--- config.mk ---
export PLATFORM = sky130hd
export DESIGN_NAME = fetch_queue
export DESIGN_NICKNAME = d
export VERILOG_FILES = /design/src/rtl/fetch_queue.sv
export SDC_FILE = /design/constraint.sdc
export NUM_CORES = 1
export LEC_CHECK = 0
export BUFFER_PORTS_ARGS = -buffer_cell sky130_fd_sc_hd__buf_2
export CORE_MARGIN = 2
export CORE_UTILIZATION = 50
export CTS_BUF_LIST = sky130_fd_sc_hd__clkbuf_8
export DETAILED_ROUTE_END_ITERATION = 10
export GPL_TIMING_DRIVEN = 0
export PLACE_DENSITY = 0.76
export SETUP_SLACK_MARGIN = 0.2
export SYNTH_ARGS = -nofsm -noshare
export SYNTH_HDL_FRONTEND = slang
export SYNTH_SLANG_ARGS = --single-unit
--- constraint.sdc ---
create_clock -name clk -period 5.7 [get_ports clk]
set_clock_uncertainty 0.1 [all_clocks]
set_input_delay 1.14 -clock clk [delete_from_list [all_inputs] [get_ports clk]]
set_output_delay 1.14 -clock clk [all_outputs]
set_load 0.01 [all_outputs]
--- src/rtl/fetch_queue.sv ---
// fetch_queue -- instruction fetch unit with a small decoupling queue.
//
// Purpose
//   Streams word-aligned instruction reads from fetch_pc, captures each
//   response one cycle after its request and buffers {instr, pc} pairs in a
//   DEPTH-entry circular queue that feeds decode through a valid/ready port.
//   A redirect flushes the queue and the outstanding response, then restarts
//   fetching at the new address on the following cycle.
//
// Ports
//   clk          : only clock, rising edge
//   reset        : synchronous, active-low (0 = reset)
//   imem_req     : instruction read issued this cycle
//   imem_addr    : read address (word aligned)
//   imem_rdata   : read data, valid one cycle after imem_req
//   redirect     : flush and restart at redirect_pc
//   redirect_pc  : new fetch address (low two bits ignored)
//   out_valid    : out_instr / out_pc hold a valid instruction
//   out_ready    : decode accepts the head this cycle
//   out_instr    : head instruction
//   out_pc       : address of the head instruction
//
// Configuration
//   FETCH_QUEUE_BYPASS_EN : when defined, a response that returns while the
//   queue is empty is offered to decode in the same cycle; if accepted it is
//   not written into the queue. Default build (undefined) always goes
//   through the queue.

module fetch_queue #(
  parameter int          DEPTH    = 4,
  parameter logic [31:0] RESET_PC = 32'h0000_3000
) (
  input  logic        clk,
  input  logic        reset,
  output logic        imem_req,
  output logic [31:0] imem_addr,
  input  logic [31:0] imem_rdata,
  input  logic        redirect,
  input  logic [31:0] redirect_pc,
  output logic        out_valid,
  input  logic        out_ready,
  output logic [31:0] out_instr,
  output logic [31:0] out_pc
);

  localparam int            AW      = (DEPTH > 1) ? $clog2(DEPTH) : 1;
  localparam int            CW      = AW + 1;
  localparam logic [CW-1:0] DEPTH_C = CW'(DEPTH);

`ifdef FETCH_QUEUE_BYPASS_EN
  localparam bit BYPASS = 1'b1;
`else
  localparam bit BYPASS = 1'b0;
`endif

  logic [31:0]   fetch_pc_q, fetch_pc_d;
  logic [CW-1:0] count_q, count_d;
  logic          inflight_q, inflight_d;
  logic [31:0]   infl_addr_q, infl_addr_d;
  logic [AW-1:0] head_q, head_d;
  logic [AW-1:0] tail_q, tail_d;

  logic [31:0]   ent_instr_q [DEPTH];
  logic [31:0]   ent_instr_d [DEPTH];
  logic [31:0]   ent_pc_q    [DEPTH];
  logic [31:0]   ent_pc_d    [DEPTH];
  logic [DEPTH-1:0] wr_en;

  logic [CW-1:0] used;
  logic          queue_nonempty;
  logic          byp_valid;
  logic          push;
  logic          pop;
  logic          rpc_unused;

  // Low address bits of a redirect target are dropped by the alignment.
  assign rpc_unused = ^redirect_pc[1:0];

  // Credit check on registered state only: queued entries plus the response
  // still in flight must leave room, so a returning response always fits.
  assign used           = count_q + CW'(inflight_q);
  assign imem_req       = reset & ~redirect & (used < DEPTH_C);
  assign imem_addr      = fetch_pc_q;
  assign queue_nonempty = (count_q != '0);

  // Same-cycle forwarding of a response into an empty queue (bypass build).
  assign byp_valid = BYPASS & reset & ~redirect & ~queue_nonempty & inflight_q;

  always_comb begin
    out_valid = 1'b0;
    out_instr = '0;
    out_pc    = '0;
    if (reset) begin
      if (queue_nonempty) begin
        out_valid = 1'b1;
        out_instr = ent_instr_q[head_q];
        out_pc    = ent_pc_q[head_q];
      end else if (byp_valid) begin
        out_valid = 1'b1;
        out_instr = imem_rdata;
        out_pc    = infl_addr_q;
      end
    end
  end

  assign pop  = out_valid & out_ready & queue_nonempty;
  // A response is dropped on redirect, and also when it was taken directly
  // through the bypass path.
  assign push = inflight_q & ~redirect & ~(byp_valid & out_ready);

  always_comb begin
    fetch_pc_d  = fetch_pc_q;
    count_d     = count_q;
    inflight_d  = 1'b0;
    infl_addr_d = infl_addr_q;
    head_d      = head_q;
    tail_d      = tail_q;
    if (redirect) begin
      // Any same-cycle pop has already been delivered; everything else goes.
      count_d    = '0;
      head_d     = '0;
      tail_d     = '0;
      inflight_d = 1'b0;
      fetch_pc_d = {redirect_pc[31:2], 2'b00};
    end else begin
      if (push) tail_d = tail_q + 1'b1;
      if (pop)  head_d = head_q + 1'b1;
      count_d    = count_q + CW'(push) - CW'(pop);
      inflight_d = imem_req;
      if (imem_req) begin
        infl_addr_d = fetch_pc_q;
        fetch_pc_d  = fetch_pc_q + 32'd4;
      end
    end
  end

  // One-hot write enable for the entry at the tail.
  generate
    for (genvar gi = 0; gi < DEPTH; gi++) begin : g_wr_en
      assign wr_en[gi] = push && (tail_q == AW'(gi));
    end
  endgenerate

  always_comb begin
    ent_instr_d = ent_instr_q;
    ent_pc_d    = ent_pc_q;
    for (int i = 0; i < DEPTH; i++) begin
      if (wr_en[i]) begin
        ent_instr_d[i] = imem_rdata;
        ent_pc_d[i]    = infl_addr_q;
      end
    end
  end

  // Storage contents are only observed after being written, so no reset.
  always_ff @(posedge clk) begin
    ent_instr_q <= ent_instr_d;
    ent_pc_q    <= ent_pc_d;
  end

  always_ff @(posedge clk) begin
    if (!reset) begin
      fetch_pc_q  <= RESET_PC;
      count_q     <= '0;
      inflight_q  <= 1'b0;
      infl_addr_q <= '0;
      head_q      <= '0;
      tail_q      <= '0;
    end else begin
      fetch_pc_q  <= fetch_pc_d;
      count_q     <= count_d;
      inflight_q  <= inflight_d;
      infl_addr_q <= infl_addr_d;
      head_q      <= head_d;
      tail_q      <= tail_d;
    end
  end

endmodule

==> metrics.cfg, run 1 <==
[run_status]
status=finished, final reports clean

[grt]
grt_antenna_before_repair=1
grt_usage_pct=20.1
grt_pass1_wl_mm=40.7
grt_max_degree=51
grt_overflow=0
first_global_vias=7498

[setup_path]
slowest_stage=o31a_1
startpoint=reset
cp_slowest_stage_delay_ps=750
critical_path_buf_inv_count=4
path_class=primary input to output pin
crit_chain=buf_2 -> clkbuf_1 -> o31a_1 -> clkbuf_1 -> and2_1 -> buf_2
cp-start-kind=primary input
r2r_start=count_q[2]
cp_max_fo=10
crit_family=buffers and inverters
end_kind=output pin
worstPathArrival_ps=3150
required_ps=4460

[synthesis]
ys_seq_area_share_pct=70.0
synth_edf_count=248
synth_area_sq_um=12600
synth_area_per_cell_sq_um=15.9
synth-async-reset-ratio_pct=0
synth-xor-area-share_pct=1.53
synth-compound-area-share_pct=4.39
synth_cell_types=47
synthMuxAreaShare_pct=11.4
syn_inst=792
ys_warn_count=0
synth_top_area_share_pct=59.2
synthTopCellsByArea=edfxtp_1 59%, mux4_2 11%, dfxtp_1 11%
yosys.area_share.adder_pct=0.855
synth_top_family_by_area=multiplexers
synth_flop_cell=edfxtp_1
synth-simple-area-share_pct=9.51
synth_top_cell_by_area=edfxtp_1
postSynthRegisterBits=316

[clocking]
cts_root_buffer=clkbuf_8
cts_resized=0
cts_setup_buffers=0
clkTransAtPathRegs_ps=60
cts_max_path_buffers=3
numCtsBuffers=49
clock_latency_ps=550
ctsHoldBuffers=0
cts_tree=yes
clock-sinks=316
htree_levels=2

[timing]
period_share_pct=77.0
fin_setup_tns_ps=0
rsz0062_at_grt=no
period_minus_slack_ps=4390
setup_viol=0
hold_viol=0
slew_headroom_pct=46.6
finalMaxSlewViolations=0
worst_pin_slew_ps=801
fmax_mhz=228

[routing]
vias=7449
drc=0
ant_nets=0
drt_iter0_markers=532
wl_mm=26.1
routedWlPerCell_microns=19.0
vias_per_cell=5.41
drt_pass1_iterations=5

[flow_run]
max_cap_viol_count=0

[floorplanning]
dieArea_sq_um=26500
die_h_microns=163
num_rows=58
initial_core_util_pct=50.4
core_sq_um=25000
die-width_microns=163
io_pins=166

[cells_and_area]
nets=1084
nFillCells=1930
fin_util_pct=59.5
drive_gt1_share_pct=31.0
multiInputGateArea_sq_um=3520
syn_to_final_growth_pct=18.1
seq_area_sq_um=8810

[worst_hold_path]
hold_start=infl_addr_q[16]
hold_path.class=flip-flop to flip-flop

[place]
port_buffers=158
hpwl_mm=17.1
gp_congestion=0.913

[power]
irDropWorstVdd_v=0.000161
powerDensity_nw_per_um2=304
p_leak_uw=0.00546

==> state kept, by name, summed over array words and instances (netlist names) <==
name	flops
head_q	2
ent_instr_q	128
imem_addr	30
inflight_q	1
count_q	3
ent_pc_q	120
infl_addr_q	30
tail_q	2
==> power breakdown <==
part | switching (uW) | internal [uW] | total [uW] | leakage (uW)
Sequential | 37.7 | 2510 | 2550 | 0.00297
Combinational | 104 | 75.0 | 179 | 0.00195
Clock | 826 | 959 | 1780 | 0.000540
==> cells in the mapped netlist, drive strengths merged (3+ instances only) <==
master   count
xnor2       15
o211ai       4
o21ai        9
o311ai       7
a2bb2oi      4
dfxtp       68
and4         7
xor2         7
and3         4
nor4        10
ha           7
nor3b        3
and2        70
nand2       82
buf         25
inv          9
nand4       14
nor2        10
clkbuf      28
a21oi       56
edfxtp     248
o22ai        4
nor3         8
mux4        62
nand3       12
==> final cells by class <==
type                       instances  area share (%)
clock buffer                      54            5.00
tap                              330            2.78
timing repair buffer             162            6.06
inverter                          11           0.286
multi-input combinational        415            23.7
sequential                       316            59.3
buffer                            53            1.63
antenna                            1          0.0168
clock inverter                    35            1.32
==> cell families after synthesis <==
group                      count (synthesis)
and+or+nand+nor                          223
DFF                                      316
xor gates and xnor gates                  22
buffers and inverters                     64
muxes                                     65
AOI/OAI and AO/OA                         93
other                                      1
adders and majority gates                  8
==> metal layers <==
layer  vias to the layer above  part of all wire (%)  GRT usage, %
li1                       3477                     -             -
met1                      3652                    43          28.2
met2                       277                    48          32.1
met3                        43                   7.3          4.28
met4                         0                   2.0          5.83
met5                         -                     0             0
==> worst paths after layout <==
| kind | end | slack [ps] | cells after the start |
|---|---|---|---|
| worst max-delay path | out_instr[5] | 1310 | 6 |
| worst min-delay path | ent_pc_q[16] | 390 | 0 |
| worst max register to register | count_q[2] | 2670 | 11 |
| worst min register to register | ent_pc_q[16] | 390 | 0 |
==> cells in the final DEF (no fill, tap or decap), drive strengths merged, types with 8 or more instances in the layout <==
cell type / synthesis / routed
clkbuf: 28 / 82
dfxtp: 68 / 68
nor4: 10 / 10
buf: 25 / 187
nor2: 10 / 10
inv: 9 / 24
nor3: 8 / 8
edfxtp: 248 / 248
nand2: 82 / 82
nand4: 14 / 14
clkinv: 2 / 19
a21oi: 56 / 56
mux4: 62 / 62
nand3: 12 / 12
xnor2: 15 / 15
and2: 70 / 70
o21ai: 9 / 9
==> metrics by stage <==
| stage | setup WS, ps | instance area (sq um) | total power (uW) | instances | hold WS [ps] |
|---|---|---|---|---|---|
| global route | 1150 | 14900 | 4690 | 1376 | 422 |
| finish | 1310 | 14900 | 4510 | 1377 | 390 |
| detailed placement | 1260 | 13900 | 2780 | 1287 | 388 |
| global placement | 949 | 13800 | 2770 | 1283 | 383 |
| floorplan | 2190 | 12600 | 2680 | 795 | 360 |
| CTS | 1220 | 14900 | 4560 | 1376 | 399 |
Note: power is estimated with default switching activity, not from simulation.
==> run 2, diff against run 1 <==
--- a/config.mk
+++ b/config.mk
@@ -5,13 +5,14 @@
 export SDC_FILE = /design/constraint.sdc
 export NUM_CORES = 1
 export LEC_CHECK = 0
+export ABC_AREA = 1
 export BUFFER_PORTS_ARGS = -buffer_cell sky130_fd_sc_hd__buf_2
 export CORE_MARGIN = 2
 export CORE_UTILIZATION = 50
 export CTS_BUF_LIST = sky130_fd_sc_hd__clkbuf_8
 export DETAILED_ROUTE_END_ITERATION = 10
 export GPL_TIMING_DRIVEN = 0
-export PLACE_DENSITY = 0.76
+export PLACE_DENSITY = 0.78
 export SETUP_SLACK_MARGIN = 0.2
 export SYNTH_ARGS = -nofsm -noshare
 export SYNTH_HDL_FRONTEND = slang
==> constraint.sdc (replaced) <==
create_clock -name clk -period 3.96 [get_ports clk]
set_clock_uncertainty 0.1 [all_clocks]
set_input_delay 0.792 -clock clk [delete_from_list [all_inputs] [get_ports clk]]
set_output_delay 0.792 -clock clk [all_outputs]
set_load 0.01 [all_outputs]
==> run 2 against run 1 <==
Compared with the run above:
- sequential cell count unchanged
- count of clock-buffer cells in the layout unchanged
- total power up 46%
- synthesized cell count up 64%
- critical path depth up 1
- register-to-register slack worse by 1100 ps
- largest cell class unchanged
- highest routed layer is now met5
==> metrics.cfg, run 2 <==
[synthesis]
synth_flop_cell=edfxtp_1  ; unchanged
synth_top_cell_by_area=edfxtp_1  ; unchanged
synthTopCellsByArea=edfxtp_1 56%, dfxtp_1 10%, nor2_1 8.7%  ; was edfxtp_1 59%, mux4_2 11%, dfxtp_1 11%
synth-async-reset-ratio_pct=0  ; unchanged
synth_top_area_share_pct=56.4  ; was 59.2%
synth_area_per_cell_sq_um=10.1  ; was 15.9 sq um
ys_warn_count=0  ; unchanged
ys_top_cells_by_count=306 x nor2_1, 248 x edfxtp_1, 182 x nand2_1, 140 x o21ai_0, 112 x a21oi_1  ; was 248 x edfxtp_1, 82 x nand2_1, 70 x and2_1, 68 x dfxtp_1, 62 x mux4_2
ys_seq_area_share_pct=66.7  ; was 70.0%
synth.most_common_cell=nor2_1  ; was edfxtp_1
postSynthRegisterBits=316  ; unchanged
syn_inst=1302  ; was 792
synth_cell_types=32  ; was 47
synth_edf_count=248  ; unchanged
synth_area_sq_um=13200  ; was 12600 sq um

[timing]
worst_slack_ps=522  ; was 1310 ps
fmax_mhz=291
hold_viol=0  ; unchanged
finalMaxSlewViolations=0  ; unchanged
hold_ws_ps=324  ; was 390 ps
rsz0062_at_grt=no  ; unchanged
worst_pin_slew_ps=771  ; was 801 ps
setup_viol=0  ; unchanged
period_minus_slack_ps=3440
slew_headroom_pct=48.5  ; was 46.6%
period_share_pct=86.8

[setup_path]
slowest_stage=clkbuf_1  ; was o31a_1
required_ps=3070  ; was 4460 ps
critical_path_buf_inv_count=5  ; was 4
cpMostUsedCell=buf_2
cp_slowest_stage_delay_ps=390  ; was 750 ps
worstPathArrival_ps=2550  ; was 3150 ps
end_kind=output pin  ; unchanged
cp_max_fo=10  ; unchanged
cp-start-kind=flip-flop  ; was primary input
path_class=flip-flop to output pin  ; was primary input to output pin
crit_family=buffers and inverters  ; unchanged
crit_chain=buf_2 -> inv_2 -> buf_2 -> clkbuf_1 -> o21ai_0 -> a21oi_1 -> buf_2  ; was buf_2 -> clkbuf_1 -> o31a_1 -> clkbuf_1 -> and2_1 -> buf_2

[routing]
routedWlPerCell_microns=17.1  ; was 19.0 microns
vias_per_cell=5.33  ; was 5.41
ant_nets=0  ; unchanged
drc=0  ; unchanged
vias=10100  ; was 7449
drt_iter0_markers=1008  ; was 532
wl_mm=32.5  ; was 26.1 mm
drt_pass1_iterations=5  ; unchanged

[cells_and_area]
regMostFlops=ent_instr_q  ; unchanged
largest_reg_flops=128  ; unchanged
syn_to_final_growth_pct=17.9  ; was 18.1%
fin_util_pct=59.9  ; was 59.5%
drive_gt1_share_pct=18.6  ; was 31.0%
reg_top3=ent_instr_q x128, ent_pc_q x120  ; unchanged
final-instance-count-excl-fill=1897  ; was 1377
final_cell_mix=302 x nor2_1, 248 x edfxtp_1, 182 x nand2_1, 179 x buf_2, 140 x o21ai_0  ; was 248 x edfxtp_1, 178 x buf_2, 82 x nand2_1, 68 x dfxtp_1, 66 x and2_1
nets=1600  ; was 1084
final_common_cell=nor2_1  ; was edfxtp_1

[floorplanning]
dieArea_sq_um=27700  ; was 26500 sq um
die-width_microns=167  ; was 163 microns
die_h_microns=167  ; was 163 microns
io_pins=166  ; unchanged
core_sq_um=26000  ; was 25000 sq um
num_rows=59  ; was 58
initial_core_util_pct=50.9  ; was 50.4%

[clocking]
clock_latency_ps=570  ; was 550 ps
clock-sinks=316  ; unchanged
cts_setup_buffers=0  ; unchanged
htree_levels=2  ; unchanged
cts_resized=0  ; unchanged
cts_max_path_buffers=3  ; unchanged
cts_root_buffer=clkbuf_8  ; unchanged
ctsHoldBuffers=0  ; unchanged
cts_tree=yes  ; unchanged
numCtsBuffers=50  ; was 49
clkTransAtPathRegs_ps=60  ; about the same

[power]
total_power_uw=6570  ; was 4510 uW
irDropWorstVdd_v=0.000200  ; was 0.000161 V
p_leak_uw=0.00613  ; was 0.00546 uW
powerDensity_nw_per_um2=422  ; was 304 nW/um^2

[grt]
grt_antenna_before_repair=1  ; unchanged
grt_usage_pct=23.0  ; was 20.1%
grt_max_degree=29  ; was 51
first_global_vias=9827  ; was 7498
grt_overflow=0  ; unchanged
grt_pass1_wl_mm=50.5  ; was 40.7 mm

[worst_hold_path]
hold_path.class=primary input to flip-flop  ; was flip-flop to flip-flop

[run_status]
status=finished, final reports clean  ; unchanged

[place]
pre_cts_slack_ps=818  ; was 1260 ps
hpwl_mm=21.6  ; was 17.1 mm
placed_cells=1807  ; was 1287
gp_congestion=0.928  ; was 0.913
port_buffers=159  ; was 158

[flow_run]
max_cap_viol_count=0  ; unchanged

[run 2: routing by layer]
metal	vias to the layer above	track usage (%)	wire [microns]
li1	4856	-	-
met1	4672	30.8	13100
met2	507	37.5	15500
met3	76	3.94	3030
met4	2	9.37	877
met5	-	0	9
[run 2: kinds of logic after synthesis]
| group | synth area share [%] |
|---|---|
| adders and majority gates | 0.814 |
| AOI/OAI and AO/OA | 10.0 |
| xor gates and xnor gates | 0.729 |
| DFF | 66.7 |
| and+or+nand+nor | 17.4 |
| other | 0.0284 |
| buffers and inverters | 4.34 |
[run 2: through the flow]
stage / setup TNS, ps / cell area (sq um)
after global placement: -591920 / 14400
after detailed placement: 0 / 14600
after global routing: 0 / 15600
final: 0 / 15600
after floorplan: -70830 / 13200
after CTS: 0 / 15600
[run 2: final timing paths]
check	from	end	slack (ps)	depth (start not counted)
max	head_q[0]	out_pc[20]	520	7
max reg2reg	count_q[1]	count_q[2]	1530	11
min reg2reg	infl_addr_q[10]	ent_pc_q[74]	410	0
min	imem_rdata[4]	ent_instr_q[36]	320	1
[run 2: area by class of cell]
cell class	count	area, sq um
multi-input cells	852	3870
well taps	335	419
inverters	65	244
clock inverters	35	184
diodes	1	2.50
fillers	2116	10400
repair buffers	167	971
clock buffers	54	743
flip-flops and latches	316	8810
plain buffers	72	329
[run 2: where the power goes]
group | leakage (uW) | internal [uW] | switching [uW]
Combinational | 0.00263 | 115 | 198
Sequential | 0.00295 | 3630 | 62.9
Clock | 0.000539 | 1330 | 1240
Total | 0.00613 | 5070 | 1500
==> run 3, diff against run 2 <==
--- a/config.mk
+++ b/config.mk
@@ -7,9 +7,9 @@
 export LEC_CHECK = 0
 export ABC_AREA = 1
 export BUFFER_PORTS_ARGS = -buffer_cell sky130_fd_sc_hd__buf_2
+export CORE_ASPECT_RATIO = 0.6
 export CORE_MARGIN = 2
 export CORE_UTILIZATION = 50
-export CTS_BUF_LIST = sky130_fd_sc_hd__clkbuf_8
 export DETAILED_ROUTE_END_ITERATION = 10
 export GPL_TIMING_DRIVEN = 0
 export PLACE_DENSITY = 0.78
==> run 3 against run 2 <==
Compared with the run above:
- combinational power rose by 2%
- sequential cell count did not move
- non-clock buffer count did not move
- cell area rose by 0.43%
- sequential power barely moved
- fmax fell by 3.1%
- worst hold slack improved by 14 ps
==> metrics.cfg, run 3 (same netlist as run 2, synthesis figures left out) <==
[place]
gp_congestion=0.991  ; was 0.928
hpwl_mm=23.2  ; was 21.6 mm
port_buffers=159  ; unchanged
pre_cts_slack_ps=813  ; was 818 ps

[worst_hold_path]
hold_start=imem_rdata[30]  ; was imem_rdata[4]
hold_path.class=primary input to flip-flop  ; unchanged
holdPathStages=1  ; unchanged
whs_endpoint=ent_instr_q[30]  ; was ent_instr_q[36]

[clocking]
ctsHoldBuffers=0  ; unchanged
cts_tree=yes  ; unchanged
cts_max_path_buffers=3  ; unchanged
numCtsBuffers=29  ; was 50
clock_latency_ps=560  ; was 570 ps
cts_resized=0  ; unchanged
htree_levels=1  ; was 2
cts_setup_buffers=0  ; unchanged
clkTransAtPathRegs_ps=70  ; was 60 ps
cts_root_buffer=clkbuf_16  ; was clkbuf_8
clock-sinks=316  ; unchanged

[grt]
grt_usage_pct=24.7  ; was 23.0%
grt.busiest_layer=met1  ; was met2
use_met2_pct=36.3  ; was 37.5%
met1_usage_pct=38.5  ; was 30.8%
grt_overflow=0  ; unchanged
grt_antenna_before_repair=2  ; was 1
first_global_vias=9201  ; was 9827
grt_max_degree=32  ; was 29
use_met3_pct=4.77  ; was 3.94%
grt_pass1_wl_mm=51.6  ; was 50.5 mm

[cells_and_area]
final_cell_mix=302 x nor2_1, 248 x edfxtp_1, 182 x nand2_1, 179 x buf_2, 140 x o21ai_0  ; unchanged
drive_gt1_share_pct=18.1  ; was 18.6%
reg_top3=ent_instr_q x128, ent_pc_q x120  ; unchanged
largest_reg_flops=128  ; unchanged
regMostFlops=ent_instr_q  ; unchanged
multiInputGateArea_sq_um=3870  ; unchanged
antennaDiodeCount=0  ; was 1
syn_to_final_growth_pct=18.4  ; was 17.9%
nets=1579  ; was 1600
seq_area_sq_um=8810  ; unchanged
nFillCells=2205  ; was 2116
final_common_cell=nor2_1  ; unchanged

[power]
p_leak_uw=0.00607  ; was 0.00613 uW
powerDensity_nw_per_um2=436  ; was 422 nW/um^2
irDropWorstVdd_v=0.000288  ; was 0.000200 V

[setup_path]
path_class=flip-flop to output pin  ; unchanged
r2r_start=inflight_q  ; was count_q[1]
end_kind=output pin  ; unchanged
cp-start-kind=flip-flop  ; unchanged
critical_path_buf_inv_count=5  ; unchanged
worstPathArrival_ps=2660  ; was 2550 ps
slowest_stage=clkbuf_1  ; unchanged
rr_endpoint=count_q[2]  ; unchanged
cp_max_fo=10  ; unchanged
crit_chain=buf_2 -> inv_2 -> buf_2 -> clkbuf_1 -> o21ai_0 -> a21oi_1 -> buf_2  ; unchanged
required_ps=3070  ; about the same
startpoint=head_q[0]  ; unchanged
crit_family=buffers and inverters  ; unchanged
cpMostUsedCell=buf_2  ; unchanged
r2r.worst_path.cells=8  ; was 11
r2r_setup_slack_ps=1670  ; was 1530 ps
cp_slowest_stage_delay_ps=440  ; was 390 ps

[routing]
vias_per_cell=5.30  ; was 5.33
vias=9997  ; was 10100
ant_nets=0  ; unchanged
routedWlPerCell_microns=18.1  ; was 17.1 microns
wl_mm=34.2  ; was 32.5 mm
drt_iter0_markers=973  ; was 1008
drc=0  ; unchanged
drt_pass1_iterations=5  ; unchanged

[floorplanning]
die_h_microns=130  ; was 167 microns
dieArea_sq_um=27800  ; was 27700 sq um
initial_core_util_pct=50.5  ; was 50.9%
die-width_microns=214  ; was 167 microns
io_pins=166  ; unchanged
core_sq_um=26200  ; was 26000 sq um
num_rows=46  ; was 59

[timing]
slew_headroom_pct=49.4  ; was 48.5%
rsz0062_at_grt=no  ; unchanged
setup_viol=0  ; unchanged
fin_setup_tns_ps=0  ; unchanged
worst_slack_ps=413  ; was 522 ps
period_minus_slack_ps=3550  ; was 3440 ps
finalMaxSlewViolations=0  ; unchanged
period_share_pct=89.6  ; was 86.8%
hold_viol=0  ; unchanged
fmax_mhz=282  ; was 291 MHz
worst_pin_slew_ps=757  ; was 771 ps

[flow_run]
max_cap_viol_count=0  ; unchanged

[run_status]
status=finished, final reports clean  ; unchanged

[run 3: cell count changes in the layout (fill, tap and decap cells not counted), moves of 2 or more]
| cell | change |
|---|---|
| inv_1 | -16 |
| clkinv_1 | -6 |
| clkbuf_1 | +2 |
| inv_6 | +2 |
| clkbuf_8 | -46 |
| clkbuf_16 | +29 |
| clkinv_4 | +3 |
[run 3: through the flow]
step / hold WS [ps] / util [%] / cell area [sq um] / total power [uW] / cells
6_report: 339 / 59.7 / 15600 / 6820 / 1886
5_1_grt: 322 / 59.7 / 15600 / 7020 / 1886
4_1_cts: 322 / 59.7 / 15600 / 6850 / 1886
3_5_place_dp: 398 / 56.0 / 14700 / 4070 / 1832
3_3_place_gp: 385 / 55.3 / 14500 / 4060 / 1824
2_1_floorplan: 355 / - / 13200 / 3920 / 1305
[run 3: area by class of cell]
| type | instances | area share, % |
|---|---|---|
| Multi-Input combinational cell | 852 | 24.8 |
| Inverter | 65 | 1.56 |
| Clock buffer | 39 | 5.39 |
| Buffer | 72 | 2.10 |
| Timing Repair Buffer | 167 | 6.21 |
| Tap cell | 360 | 2.88 |
| Sequential cell | 316 | 56.3 |
| Clock inverter | 15 | 0.776 |
[run 3: routing by layer]
| layer | share of wire (%) | vias up |
|---|---|---|
| met2 | 43 | 399 |
| met5 | 0.079 | - |
| li1 | - | 4801 |
| met4 | 1.5 | 4 |
| met1 | 47 | 4750 |
| met3 | 9.3 | 43 |
[run 3: worst register-to-register path, stage by stage, from the launching register on]
cell and delay, ps:
dfxtp_1 400, nand2_1 310, ha_1 400, inv_1 60
ha_1 130, inv_1 50, fa_1 360, or2_2 300
a21oi_1 110
[run 3: power by group]
part	switching, uW	internal (uW)	leakage [uW]
Sequential	60.8	3620	0.00295
Combinational	207	115	0.00263
Clock	1240	1570	0.000484
Total	1510	5310	0.00607
[run 3: worst max-delay path by stage]
stage               slack (ps)         endpoint  cells after the start
detailed placement         810       count_q[2]                     10
finish                     410       out_pc[22]                      7
CTS                        420       out_pc[23]                      7
global route               230    out_instr[25]                      7
global placement         -2550  ent_instr_q[26]                      4
floorplan                 -290   ent_instr_q[0]                      3
